--- src/rtl/glitch_pkg.sv ---
`default_nettype none
// ============================================================================
//  Module   : glitch_pkg
//  Purpose  : Shared types and helpers for the glitch sweep sequencer:
//             FSM state encoding, delay-mode constants, channel width helper.
//  Revision : 1.0 - initial release
// ============================================================================
package glitch_pkg;

  typedef enum logic [2:0] {
    ST_IDLE    = 3'd0,
    ST_RESET   = 3'd1,
    ST_DELAY   = 3'd2,
    ST_PULSE   = 3'd3,
    ST_OBSERVE = 3'd4,
    ST_HALTED  = 3'd5
  } state_e;

  // Delay counting mode, latched when a run starts
  localparam logic MODE_CLK = 1'b0;
  localparam logic MODE_EXI = 1'b1;

  // Channel index width; a single channel still needs a 1-bit index
  function automatic int ch_width(input int num_ch);
    return (num_ch > 1) ? $clog2(num_ch) : 1;
  endfunction

endpackage
`default_nettype wire

--- src/rtl/glitch_sweep_seq_if.sv ---
`default_nettype none
// ============================================================================
//  Module   : glitch_sweep_seq_if
//  Purpose  : Control/status bundle between the glitch sweep sequencer and
//             its controller. The slave modport is the sequencer view.
//  Revision : 1.0 - initial release
// ============================================================================
interface glitch_sweep_seq_if
  import glitch_pkg::*;
#(
  parameter int CNT_W  = 16,
  parameter int NUM_CH = 2,
  parameter int CH_W   = ch_width(NUM_CH)
);

  // Controller -> sequencer
  logic              start_i;
  logic              abort_i;
  logic              clear_i;
  logic              mode_i;
  logic              exi_clk_i;
  logic              success_i;

  // Sequencer -> target / controller
  logic              target_reset_n_o;
  logic [NUM_CH-1:0] glitch_out_o;
  logic              busy_o;
  logic              halted_o;
  logic              attempt_done_o;
  logic              sweep_wrap_o;
  logic              timeout_o;
  logic [CNT_W-1:0]  cur_delay_o;
  logic [CNT_W-1:0]  cur_len_o;
  logic [CH_W-1:0]   cur_ch_o;

  modport slave (
    input  start_i, abort_i, clear_i, mode_i, exi_clk_i, success_i,
    output target_reset_n_o, glitch_out_o, busy_o, halted_o,
           attempt_done_o, sweep_wrap_o, timeout_o,
           cur_delay_o, cur_len_o, cur_ch_o
  );

  modport master (
    output start_i, abort_i, clear_i, mode_i, exi_clk_i, success_i,
    input  target_reset_n_o, glitch_out_o, busy_o, halted_o,
           attempt_done_o, sweep_wrap_o, timeout_o,
           cur_delay_o, cur_len_o, cur_ch_o
  );

endinterface
`default_nettype wire

--- src/rtl/sweep_odometer.sv ---
`default_nettype none
// ============================================================================
//  Module   : sweep_odometer
//  Purpose  : Nested delay -> length -> channel counters. Delay is the
//             fastest digit; each digit wraps to its minimum and carries into
//             the next. wrap_o flags the carry out of the channel digit.
//  Revision : 1.0 - initial release
// ============================================================================
module sweep_odometer
  import glitch_pkg::*;
#(
  parameter int CNT_W     = 16,
  parameter int NUM_CH    = 2,
  parameter int DELAY_MIN = 1,
  parameter int DELAY_MAX = 768,
  parameter int LEN_MIN   = 256,
  parameter int LEN_MAX   = 384,
  parameter int CH_W      = ch_width(NUM_CH)
) (
  input  wire logic             clk,
  input  wire logic             rst,
  input  wire logic             clear_i,
  input  wire logic             advance_i,
  output logic      [CNT_W-1:0] delay_o,
  output logic      [CNT_W-1:0] len_o,
  output logic      [CH_W-1:0]  ch_o,
  output logic                  wrap_o
);

  localparam logic [CNT_W-1:0] D_MIN  = CNT_W'(DELAY_MIN);
  localparam logic [CNT_W-1:0] D_MAX  = CNT_W'(DELAY_MAX);
  localparam logic [CNT_W-1:0] L_MIN  = CNT_W'(LEN_MIN);
  localparam logic [CNT_W-1:0] L_MAX  = CNT_W'(LEN_MAX);
  localparam logic [CH_W-1:0]  CH_MAX = CH_W'(NUM_CH - 1);

  logic [CNT_W-1:0] delay_q, delay_d;
  logic [CNT_W-1:0] len_q,   len_d;
  logic [CH_W-1:0]  ch_q,    ch_d;

  // Next index: clear beats advance; carries ripple delay -> len -> ch
  always_comb begin
    delay_d = delay_q;
    len_d   = len_q;
    ch_d    = ch_q;
    wrap_o  = 1'b0;
    if (clear_i) begin
      delay_d = D_MIN;
      len_d   = L_MIN;
      ch_d    = '0;
    end else if (advance_i) begin
      if (delay_q != D_MAX) begin
        delay_d = delay_q + 1'b1;
      end else begin
        delay_d = D_MIN;
        if (len_q != L_MAX) begin
          len_d = len_q + 1'b1;
        end else begin
          len_d = L_MIN;
          if (ch_q != CH_MAX) begin
            ch_d = ch_q + 1'b1;
          end else begin
            ch_d   = '0;
            wrap_o = 1'b1;
          end
        end
      end
    end
  end

  // Index registers
  always_ff @(posedge clk or posedge rst) begin
    if (rst) begin
      delay_q <= D_MIN;
      len_q   <= L_MIN;
      ch_q    <= '0;
    end else begin
      delay_q <= delay_d;
      len_q   <= len_d;
      ch_q    <= ch_d;
    end
  end

  assign delay_o = delay_q;
  assign len_o   = len_q;
  assign ch_o    = ch_q;

endmodule
`default_nettype wire

--- src/rtl/glitch_sweep_seq.sv ---
`default_nettype none
// ============================================================================
//  Module   : glitch_sweep_seq
//  Purpose  : Fault-injection sequencer. Each attempt holds the target in
//             reset, waits a delay (CLK cycles or EXI rising edges), fires one
//             glitch pulse on the selected channel, then watches for success.
//             Failed attempts advance the delay/length/channel sweep; success
//             freezes the sweep with the target running.
//  Revision : 1.0 - initial release
// ============================================================================
module glitch_sweep_seq
  import glitch_pkg::*;
#(
  parameter int CNT_W          = 16,
  parameter int NUM_CH         = 2,
  parameter int RESET_CYCLES   = 512,
  parameter int DELAY_MIN      = 1,
  parameter int DELAY_MAX      = 768,
  parameter int LEN_MIN        = 256,
  parameter int LEN_MAX        = 384,
  parameter int OBS_W          = 24,
  parameter int OBSERVE_CYCLES = 983040
) (
  input wire logic           clk,
  input wire logic           rst,
  glitch_sweep_seq_if.slave  bus
);

  localparam int               CH_W     = ch_width(NUM_CH);
  localparam logic [OBS_W-1:0] RST_LAST = OBS_W'(RESET_CYCLES - 1);
  localparam logic [OBS_W-1:0] OBS_LAST = OBS_W'(OBSERVE_CYCLES - 1);

  if (LEN_MIN < 1) begin : g_len_min_check
    $error("glitch_sweep_seq: LEN_MIN must be at least 1");
  end

  state_e            state_q, state_d;
  logic [OBS_W-1:0]  timer_q, timer_d;     // reset hold, EXI timeout, observe
  logic [CNT_W-1:0]  cnt_q,   cnt_d;       // delay cycles/edges, pulse length
  logic              mode_q,  mode_d;

  logic [2:0]        exi_sync_q;
  logic              exi_rise_q;

  logic              sweep_clear;
  logic              sweep_adv;
  logic              sweep_wrap;
  logic              done_d;
  logic              tmo_d;
  logic [NUM_CH-1:0] ch_onehot;

  logic [CNT_W-1:0]  cur_delay;
  logic [CNT_W-1:0]  cur_len;
  logic [CH_W-1:0]   cur_ch;

  logic              tr_n_q;
  logic [NUM_CH-1:0] glitch_q;
  logic              busy_q;
  logic              halted_q;
  logic              done_q;
  logic              wrap_q;
  logic              tmo_q;

  sweep_odometer #(
    .CNT_W     (CNT_W),
    .NUM_CH    (NUM_CH),
    .DELAY_MIN (DELAY_MIN),
    .DELAY_MAX (DELAY_MAX),
    .LEN_MIN   (LEN_MIN),
    .LEN_MAX   (LEN_MAX),
    .CH_W      (CH_W)
  ) u_odometer (
    .clk       (clk),
    .rst       (rst),
    .clear_i   (sweep_clear),
    .advance_i (sweep_adv),
    .delay_o   (cur_delay),
    .len_o     (cur_len),
    .ch_o      (cur_ch),
    .wrap_o    (sweep_wrap)
  );

  // Two-flop synchroniser on the raw EXI clock plus a registered rising-edge
  // strobe, giving three CLK cycles from pad to strobe
  always_ff @(posedge clk or posedge rst) begin
    if (rst) begin
      exi_sync_q <= '0;
      exi_rise_q <= 1'b0;
    end else begin
      exi_sync_q <= {exi_sync_q[1:0], bus.exi_clk_i};
      exi_rise_q <= exi_sync_q[1] & ~exi_sync_q[2];
    end
  end

  // Next state, counters and sweep control; abort overrides everything
  always_comb begin
    state_d     = state_q;
    timer_d     = timer_q;
    cnt_d       = cnt_q;
    mode_d      = mode_q;
    sweep_clear = 1'b0;
    sweep_adv   = 1'b0;
    done_d      = 1'b0;
    tmo_d       = 1'b0;
    case (state_q)
      ST_IDLE: begin
        sweep_clear = bus.clear_i;
        if (bus.start_i) begin
          state_d = ST_RESET;
          mode_d  = bus.mode_i;
          timer_d = '0;
        end
      end
      ST_RESET: begin
        timer_d = timer_q + 1'b1;
        if (timer_q == RST_LAST) begin
          timer_d = '0;
          cnt_d   = '0;
          // A zero delay glitches on the very first released cycle
          state_d = (cur_delay == '0) ? ST_PULSE : ST_DELAY;
        end
      end
      ST_DELAY: begin
        timer_d = timer_q + 1'b1;
        if (mode_q == MODE_EXI) begin
          if (exi_rise_q) begin
            cnt_d = cnt_q + 1'b1;
            if (cnt_q == cur_delay - CNT_W'(1)) begin
              state_d = ST_PULSE;
              cnt_d   = '0;
            end
          end else if (timer_q == OBS_LAST) begin
            // Target never clocked: skip the glitch, still observe
            tmo_d   = 1'b1;
            state_d = ST_OBSERVE;
            timer_d = '0;
          end
        end else begin
          cnt_d = cnt_q + 1'b1;
          if (cnt_q == cur_delay - CNT_W'(1)) begin
            state_d = ST_PULSE;
            cnt_d   = '0;
          end
        end
      end
      ST_PULSE: begin
        cnt_d = cnt_q + 1'b1;
        if (cnt_q == cur_len - CNT_W'(1)) begin
          state_d = ST_OBSERVE;
          timer_d = '0;
        end
      end
      ST_OBSERVE: begin
        timer_d = timer_q + 1'b1;
        if (bus.success_i) begin
          state_d = ST_HALTED;
        end else if (timer_q == OBS_LAST) begin
          done_d    = 1'b1;
          sweep_adv = 1'b1;
          state_d   = ST_RESET;
          timer_d   = '0;
        end
      end
      ST_HALTED: begin
        state_d = ST_HALTED;
      end
      default: begin
        state_d = ST_IDLE;
      end
    endcase
    if (bus.abort_i) begin
      state_d   = ST_IDLE;
      sweep_adv = 1'b0;
      done_d    = 1'b0;
      tmo_d     = 1'b0;
    end
  end

  // One-hot channel select from the current channel index
  always_comb begin
    ch_onehot = '0;
    for (int i = 0; i < NUM_CH; i++) begin
      ch_onehot[i] = (cur_ch == CH_W'(i));
    end
  end

  // FSM and counter registers
  always_ff @(posedge clk or posedge rst) begin
    if (rst) begin
      state_q <= ST_IDLE;
      timer_q <= '0;
      cnt_q   <= '0;
      mode_q  <= MODE_CLK;
    end else begin
      state_q <= state_d;
      timer_q <= timer_d;
      cnt_q   <= cnt_d;
      mode_q  <= mode_d;
    end
  end

  // Outputs registered from the next state so the target pins stay glitch-free
  always_ff @(posedge clk or posedge rst) begin
    if (rst) begin
      tr_n_q   <= 1'b1;
      glitch_q <= '0;
      busy_q   <= 1'b0;
      halted_q <= 1'b0;
      done_q   <= 1'b0;
      wrap_q   <= 1'b0;
      tmo_q    <= 1'b0;
    end else begin
      tr_n_q   <= (state_d != ST_RESET);
      glitch_q <= (state_d == ST_PULSE) ? ch_onehot : '0;
      busy_q   <= (state_d != ST_IDLE) && (state_d != ST_HALTED);
      halted_q <= (state_d == ST_HALTED);
      done_q   <= done_d;
      wrap_q   <= sweep_wrap;
      tmo_q    <= tmo_d;
    end
  end

  assign bus.target_reset_n_o = tr_n_q;
  assign bus.glitch_out_o     = glitch_q;
  assign bus.busy_o           = busy_q;
  assign bus.halted_o         = halted_q;
  assign bus.attempt_done_o   = done_q;
  assign bus.sweep_wrap_o     = wrap_q;
  assign bus.timeout_o        = tmo_q;
  assign bus.cur_delay_o      = cur_delay;
  assign bus.cur_len_o        = cur_len;
  assign bus.cur_ch_o         = cur_ch;

endmodule
`default_nettype wire

--- src/flat_wrapper.sv ---
// flat-port wrapper written by rule: the top's interface ports become plain ports
module glitch_sweep_seq_flat import glitch_pkg::*;
#(
  parameter int CNT_W          = 16,
  parameter int NUM_CH         = 2,
  parameter int RESET_CYCLES   = 512,
  parameter int DELAY_MIN      = 1,
  parameter int DELAY_MAX      = 768,
  parameter int LEN_MIN        = 256,
  parameter int LEN_MAX        = 384,
  parameter int OBS_W          = 24,
  parameter int OBSERVE_CYCLES = 983040
)
  (clk, rst, bus_start_i, bus_abort_i, bus_clear_i, bus_mode_i, bus_exi_clk_i, bus_success_i, bus_target_reset_n_o, bus_glitch_out_o, bus_busy_o, bus_halted_o, bus_attempt_done_o, bus_sweep_wrap_o, bus_timeout_o, bus_cur_delay_o, bus_cur_len_o, bus_cur_ch_o);
  glitch_sweep_seq_if #(.CNT_W(CNT_W), .NUM_CH(NUM_CH)) bus_i ();
  input wire logic clk;
  input wire logic rst;
  input wire logic [$bits(bus_i.start_i)-1:0] bus_start_i;
  input wire logic [$bits(bus_i.abort_i)-1:0] bus_abort_i;
  input wire logic [$bits(bus_i.clear_i)-1:0] bus_clear_i;
  input wire logic [$bits(bus_i.mode_i)-1:0] bus_mode_i;
  input wire logic [$bits(bus_i.exi_clk_i)-1:0] bus_exi_clk_i;
  input wire logic [$bits(bus_i.success_i)-1:0] bus_success_i;
  output wire logic [$bits(bus_i.target_reset_n_o)-1:0] bus_target_reset_n_o;
  output wire logic [$bits(bus_i.glitch_out_o)-1:0] bus_glitch_out_o;
  output wire logic [$bits(bus_i.busy_o)-1:0] bus_busy_o;
  output wire logic [$bits(bus_i.halted_o)-1:0] bus_halted_o;
  output wire logic [$bits(bus_i.attempt_done_o)-1:0] bus_attempt_done_o;
  output wire logic [$bits(bus_i.sweep_wrap_o)-1:0] bus_sweep_wrap_o;
  output wire logic [$bits(bus_i.timeout_o)-1:0] bus_timeout_o;
  output wire logic [$bits(bus_i.cur_delay_o)-1:0] bus_cur_delay_o;
  output wire logic [$bits(bus_i.cur_len_o)-1:0] bus_cur_len_o;
  output wire logic [$bits(bus_i.cur_ch_o)-1:0] bus_cur_ch_o;
  assign bus_i.start_i = bus_start_i;
  assign bus_i.abort_i = bus_abort_i;
  assign bus_i.clear_i = bus_clear_i;
  assign bus_i.mode_i = bus_mode_i;
  assign bus_i.exi_clk_i = bus_exi_clk_i;
  assign bus_i.success_i = bus_success_i;
  assign bus_target_reset_n_o = bus_i.target_reset_n_o;
  assign bus_glitch_out_o = bus_i.glitch_out_o;
  assign bus_busy_o = bus_i.busy_o;
  assign bus_halted_o = bus_i.halted_o;
  assign bus_attempt_done_o = bus_i.attempt_done_o;
  assign bus_sweep_wrap_o = bus_i.sweep_wrap_o;
  assign bus_timeout_o = bus_i.timeout_o;
  assign bus_cur_delay_o = bus_i.cur_delay_o;
  assign bus_cur_len_o = bus_i.cur_len_o;
  assign bus_cur_ch_o = bus_i.cur_ch_o;
  glitch_sweep_seq #(.CNT_W(CNT_W), .NUM_CH(NUM_CH), .RESET_CYCLES(RESET_CYCLES), .DELAY_MIN(DELAY_MIN), .DELAY_MAX(DELAY_MAX), .LEN_MIN(LEN_MIN), .LEN_MAX(LEN_MAX), .OBS_W(OBS_W), .OBSERVE_CYCLES(OBSERVE_CYCLES)) u_core (.clk(clk), .rst(rst), .bus(bus_i));
endmodule
--- config.mk ---
export PLATFORM = sky130hd
export DESIGN_NAME = glitch_sweep_seq_flat
export DESIGN_NICKNAME = d
export VERILOG_FILES = /design/src/rtl/glitch_pkg.sv /design/src/rtl/glitch_sweep_seq_if.sv /design/src/rtl/sweep_odometer.sv /design/src/rtl/glitch_sweep_seq.sv /design/src/flat_wrapper.sv
export SDC_FILE = /design/constraint.sdc
export NUM_CORES = 1
export LEC_CHECK = 0
export BUFFER_PORTS_ARGS = -buffer_cell sky130_fd_sc_hd__buf_2
export CAP_MARGIN = 20
export CORE_MARGIN = 2
export CORE_UTILIZATION = 35
export CTS_CLUSTER_DIAMETER = 40
export CTS_CLUSTER_SIZE = 10
export DETAILED_ROUTE_END_ITERATION = 12
export HOLD_SLACK_MARGIN = 0.05
export REMOVE_ABC_BUFFERS = 1
export SLEW_MARGIN = 20
export SYNTH_ARGS = -nofsm -noshare
export SYNTH_HDL_FRONTEND = slang
export SYNTH_SLANG_ARGS = --single-unit
--- constraint.sdc ---
create_clock -name clk -period 6.3 [get_ports clk]
set_input_delay 0.945 -clock clk [delete_from_list [all_inputs] [get_ports clk]]
set_output_delay 0.945 -clock clk [all_outputs]
set_load 0.02 [all_outputs]
==> out/results.ini, run 1 <==
[status]
status=finished clean

[route]
wl_mm=14.0
vias=5020
drtPass1Iterations=5
wl_per_cell_um=15.3
drt-initial-drc-count=438
drc=0
ant_nets=0
avgViaCountPerCell=5.52

[setup_path]
critPathArrivalTime_ps=3570
critPathLaunchType=flip-flop
crit_buf_inv=1
slowest_stage=nor4_2
rr_worst_depth=9
cpLargestDelayFamily=simple AND/OR/NAND/NOR gates
path_class=reg -> reg
path_max_fanout=20
reg2reg_slack_ps=2960
critPathCaptureType=flip-flop
required_ps=6530
r2r_end=u_core.u_odometer.len_o[9]$_DFFE_PP0P_
cp_cell_sequence=nor4_2, nand2_1, or3_1, o21ai_1, buf_4, nand4_2, nor3_1, xnor2_1, nor2_1
slowest_delay_ps=900
r2r-start=u_core.u_odometer.delay_o[3]$_DFFE_PP0P_

[cts]
post_cts_buffers=0
cts_buffers=9
cts.sinks=89
path_clk_slew_ps=60
clock_latency_ps=350
cts_max_level=3
hold_buffers=0
clockBufferDepth=2
cts_root_buffer=clkbuf_16
post_cts_resized=0
cts_tree=yes

[floorplan]
die_w_um=132
core_um2=15900
row_count=46
io_pins=49
initial_utilization_pct=35.9
die_area_um2=17300
die_h_um=132

[sta]
final.setup.worst_slack_ps=2960
rsz0062_at_grt=false
skew_ps=8.72
drv_slew=0
fin_tns_setup_ps=0
setup_viol=0
worstMarginPinSlew_ps=997
fin_crit_ps=3340
finalCritPeriodShare_pct=53.0
timing.fmax_mhz=299
relSlewSlack_pct=33.0
hold_viol=0

[global_routing]
grt_pass1_wl_mm=23.1
grt.overflow.total=0
antenna_found_initial=0
grt_pass1_vias=4578
grt_usage_pct=16.2
grt_start_max_net_pins=68

[cells_and_area]
layout-drive-gt1-share_pct=12.5
area_delta_synth_final_pct=11.4
diodes=0
nNetsFinal=704

[logic_synthesis]
synthCells=672
synth_edf_count=0
synth_cell_types=60
synth_area_leaders=dfrtp_1, xnor2_1, xor2_1, nor2_1, o21ai_0
ys.flop_type=dfrtp_1
synthTopCellsByCount=dfrtp_1, nor2_1, nand2_1, o21ai_0, xnor2_1
synth.yosys.seq_area_share_pct=39.2
synth_area_um2=5700
synth_top_area_share_pct=37.8
ys_warn_count=0
yosysMostFrequentCell=dfrtp_1
ys_ff_latch=89
async_reset_ff_share_pct=100
postSynthAreaPerCell_um2=8.48
yosysTopAreaCell=dfrtp_1

[place]
place_congestion=0.878
hpwl_mm=10.1
portBuffers=48
place_ws_ps=3010

[run]
cap_violations=0

[min_path]
hold_path_class=reg -> reg
hold_start=u_core.exi_sync_q[0]$_DFF_PP0_
hold_path_end=u_core.exi_sync_q[1]$_DFF_PP0_
hold_depth=0

[power_and_ir_drop]
power_density_nw_per_um2=188
cellLeakagePower_nw=2.77
ir_worst_vdd_mv=0.143

[final cells by class]
class                           instances  area, µm²
Fill cell                            1621       9540
Multi-Input combinational cell        514       3180
Sequential cell                        89       2230
Timing Repair Buffer                   53        278
Tap cell                              216        270
Clock buffer                           12        246
Inverter                               22       83.8
Clock inverter                          4       52.6
[cell families after synthesis]
logic type / synth area share (%)
AO/OA/AOI/OAI: 14.1
XOR/XNOR: 11.2
adder cells (fa/ha/maj): 1.54
buffers and inverters: 5.18
flip-flops: 39.2
multiplexers: 1.12
AND/OR/NAND/NOR: 27.7
[layout by cell type, fill, tap and decap left out, types with 27 or more instances in the layout]
cell | Yosys | layout
nor3_1 | 27 | 27
xor2_1 | 35 | 35
buf_2 | 8 | 48
xnor2_1 | 38 | 38
nand2_1 | 53 | 53
o21ai_0 | 52 | 51
nand3_1 | 33 | 33
nor2_1 | 71 | 71
dfrtp_1 | 86 | 86
[through the flow]
stage	instance area, µm²	util [%]	hold slack, ps	total power, mW	std cells
5_1_grt	6340	39.9	372	1.24	910
2_1_floorplan	5490	-	331	0.632	625
3_3_place_gp	6050	38.1	335	0.652	894
6_report	6340	39.9	351	1.19	910
4_1_cts	6340	39.9	353	1.20	910
3_5_place_dp	6050	38.1	338	0.654	894
[routing by layer]
layer | vias to the layer above | GRT usage, % | routed length, µm
met5 | - | 0 | 0
met1 | 2396 | 22.2 | 6750
li1 | 2433 | - | -
met3 | 29 | 3.94 | 764
met4 | 0 | 5.62 | 279
met2 | 162 | 25.0 | 6160
[registers in the layout (all words and copies together) (netlist names)]
| register | flops |
|---|---|
| u_core.bus.attempt_done_o | 1 |
| u_core.exi_sync_q | 3 |
| u_core.exi_rise_q | 1 |
| u_core.bus.sweep_wrap_o | 1 |
| u_core.timer_q | 24 |
| u_core.u_odometer.len_o | 16 |
| u_core.bus.glitch_out_o | 2 |
| u_core.bus.timeout_o | 1 |
| u_core.bus.target_reset_n_o | 1 |
| u_core.mode_q | 1 |
| u_core.u_odometer.ch_o | 1 |
| u_core.u_odometer.delay_o | 16 |
| u_core.bus.busy_o | 1 |
| u_core.bus.halted_o | 1 |
| u_core.state_q | 3 |
| u_core.cnt_q | 16 |
[report_power, final]
| part | total [mW] | internal (mW) | switching (mW) |
|---|---|---|---|
| Clock | 0.549 | 0.319 | 0.230 |
| Sequential | 0.585 | 0.578 | 0.00652 |
| Combinational | 0.0579 | 0.0170 | 0.0409 |
| Total | 1.19 | 0.914 | 0.277 |
[how the worst max path moves through the flow]
stage / from / to / slack (ps) / cells past startpoint
2_1_floorplan: u_core.timer_q[0]$_DFFE_PP0P_ / u_core.timer_q[0]$_DFFE_PP0P_ / 2330 / 8
3_3_place_gp: u_core.u_odometer.len_o[0]$_DFFE_PP0P_ / u_core.bus.busy_o$_DFF_PP0_ / 3120 / 10
3_5_place_dp: u_core.u_odometer.delay_o[3]$_DFFE_PP0P_ / u_core.u_odometer.len_o[9]$_DFFE_PP0P_ / 3010 / 9
4_1_cts: u_core.u_odometer.delay_o[3]$_DFFE_PP0P_ / u_core.u_odometer.len_o[9]$_DFFE_PP0P_ / 2980 / 9
5_1_grt: u_core.u_odometer.delay_o[3]$_DFFE_PP0P_ / u_core.cnt_q[9]$_DFFE_PP0P_ / 2560 / 8
6_report: u_core.u_odometer.delay_o[3]$_DFFE_PP0P_ / u_core.u_odometer.len_o[9]$_DFFE_PP0P_ / 2960 / 9
(Power assumes the default switching activity.)
==> run 2: changes to the inputs <==
Clock period 6.3 ns to 3.4 ns, I/O delays scaled along.
==> run 2 against run 1 <==
Net effect: count of clock-buffer cells in the layout shrank 1; sequential power grew 85%; first-iteration DRC count shrank 15%; non-clock buffer count grew 21; sequential share of layout area shrank 0.79 points; final cell count grew 2.3%; global-route usage grew 1.0 points; routed wire length grew 3.6%; die area is the same; critical path depth grew 1; critical path type unchanged.
==> out/results.ini, run 2 (synthesis gave the netlist of run 1 again) <==
[sta]
setup_viol=0  ; unchanged
skew_ps=13.3  ; +4.62 ps
final.setup.worst_slack_ps=240  ; -2720 ps
fin_crit_ps=3160  ; -180 ps
worstMarginPinSlew_ps=851  ; -146 ps
timing.fmax_mhz=316  ; +5.7%
hold_viol=0  ; unchanged
finalCritPeriodShare_pct=93.0  ; +40 points
whs_ps=264  ; -86.8 ps
rsz0062_at_grt=false
relSlewSlack_pct=42.7  ; +9.8 points
drv_slew=0  ; unchanged

[place]
place_ws_ps=258  ; -2750 ps
hpwl_mm=10.7  ; +6.2%
portBuffers=48  ; unchanged
place_congestion=0.857  ; -2.4%

[power_and_ir_drop]
comb_power_share_pct=5.3  ; +0.4 points
seqPwrFrac_pct=50.6  ; +1.5 points
ir_worst_vdd_mv=0.207  ; +45%
p_sw_mw=0.532  ; +92%
pwr-share-clk_pct=44.1  ; -1.9 points
totalPowerFinal_mw=2.14  ; +80%
power_density_nw_per_um2=330  ; +76%
p_int_mw=1.61  ; +76%
cellLeakagePower_nw=2.87  ; +3.6%
switching_share_pct=24.9  ; +1.6 points

[route]
wl_per_cell_um=15.5  ; +1.3%
drt-initial-drc-count=371  ; -15%
ant_nets=0  ; unchanged
wl_mm=14.5  ; +3.6%
vias=5065  ; +0.90%
drtPass1Iterations=5  ; unchanged
avgViaCountPerCell=5.44  ; -1.4%
drc=0  ; unchanged

[setup_path]
critPathArrivalTime_ps=3420  ; -150 ps
path_max_fanout=8  ; -60%
required_ps=3660  ; -2870 ps
reg2reg_slack_ps=240  ; -2720 ps
critPathLaunchType=flip-flop
path_class=reg -> reg
critPathCaptureType=flip-flop

[floorplan]
die_h_um=132  ; unchanged
row_count=46  ; unchanged
die_area_um2=17300  ; unchanged
initial_utilization_pct=35.9  ; unchanged
io_pins=49  ; unchanged
die_w_um=132  ; unchanged
core_um2=15900  ; unchanged

[cells_and_area]
nNetsFinal=725  ; +3.0%
layout-drive-gt1-share_pct=15.1  ; +2.6 points
layout_commonest_cell=dfrtp_1
nFillCells=1597  ; -1.5%
regMostFlops=u_core.timer_q
diodes=0  ; unchanged
fin_util_pct=40.9  ; +0.91 points
final_cell_mix=dfrtp_1, nor2_1, nand2_1
largest_reg_flops=24  ; unchanged
area_delta_synth_final_pct=13.9

[global_routing]
grt_usage_pct=17.2  ; +1.0 points
grt_start_max_net_pins=54  ; -21%
grt_pass1_wl_mm=24.6  ; +6.4%
grt_pass1_vias=4802  ; +4.9%
grt.overflow.total=0  ; unchanged
antenna_found_initial=0  ; unchanged

[run]
cap_violations=0  ; unchanged

[min_path]
hold_path_class=in -> reg

[cts]
clock_latency_ps=360  ; about the same
path_clk_slew_ps=60  ; about the same
cts_root_buffer=clkbuf_16
cts.sinks=89  ; unchanged
clockBufferDepth=2  ; unchanged
cts_max_level=3  ; unchanged
post_cts_resized=0  ; unchanged
post_cts_buffers=0  ; unchanged
cts_buffers=9  ; unchanged
cts_tree=yes
hold_buffers=0  ; unchanged

[status]
status=finished clean

run 2: cell count changes in the layout (fill, tap and decap cells not counted), sizes merged:
cell    before  now
clkinv       1    0
clkbuf      12   11
bufinv       1    0
inv         21   24
buf         53   74
run 2: routing by layer:
| layer | up-vias | GRT usage, % | routed length, µm |
|---|---|---|---|
| met5 | - | 0 | 0 |
| met4 | 0 | 7.49 | 345 |
| met3 | 19 | 2.66 | 553 |
| met2 | 133 | 25.9 | 6440 |
| met1 | 2452 | 24.6 | 7120 |
| li1 | 2461 | - | - |
run 2: final cells by class:
| cell class | count | area [µm²] | share of cell area [%] |
|---|---|---|---|
| Multi-Input combinational cell | 514 | 3180 | 49.0 |
| Timing Repair Buffer | 74 | 448 | 6.90 |
| Sequential cell | 89 | 2230 | 34.4 |
| Inverter | 22 | 85.1 | 1.31 |
| Clock buffer | 11 | 233 | 3.59 |
| Tap cell | 216 | 270 | 4.16 |
| Clock inverter | 5 | 40.0 | 0.617 |
run 2: stage by stage:
step	cells	instance area, µm²	setup TNS [ps]
finish	931	6490	0
floorplan	625	5490	-12870
global route	931	6490	0
detailed placement	915	6220	0
global placement	915	6220	0
CTS	931	6490	0
run 2: worst paths after layout:
| check | start | endpoint | cells after the start |
|---|---|---|---|
| max | u_core.u_odometer.len_o[1]$_DFFE_PP0P_ | u_core.bus.busy_o$_DFF_PP0_ | 10 |
| min | bus_exi_clk_i | u_core.exi_sync_q[0]$_DFF_PP0_ | 1 |
| max reg2reg | u_core.u_odometer.len_o[1]$_DFFE_PP0P_ | u_core.bus.busy_o$_DFF_PP0_ | 10 |
| min reg2reg | u_core.exi_sync_q[0]$_DFF_PP0_ | u_core.exi_sync_q[1]$_DFF_PP0_ | 0 |
| max in group asynchronous | rst | u_core.u_odometer.delay_o[0]$_DFFE_PP1P_ | 3 |
| min in group asynchronous | rst | u_core.timer_q[19]$_DFFE_PP0P_ | 2 |
run 2: critical path: stages, from the launching register on:
cell	delay (ps)
dfrtp_1	470
inv_1	130
ha_1	340
inv_1	110
or4_4	500
mux2i_1	160
o22ai_1	140
nor4_4	420
a31oi_2	200
or3_1	400
a31oi_1	200
run 2: power by group through the flow:
stage	sequential [mW]	clock, mW	combinational, mW
4_1_cts	1.08	0.970	0.114
5_1_grt	1.08	1.01	0.128
2_1_floorplan	1.10	0	0.0693
6_report	1.08	0.944	0.112
3_3_place_gp	1.10	0	0.112
3_5_place_dp	1.10	0	0.114
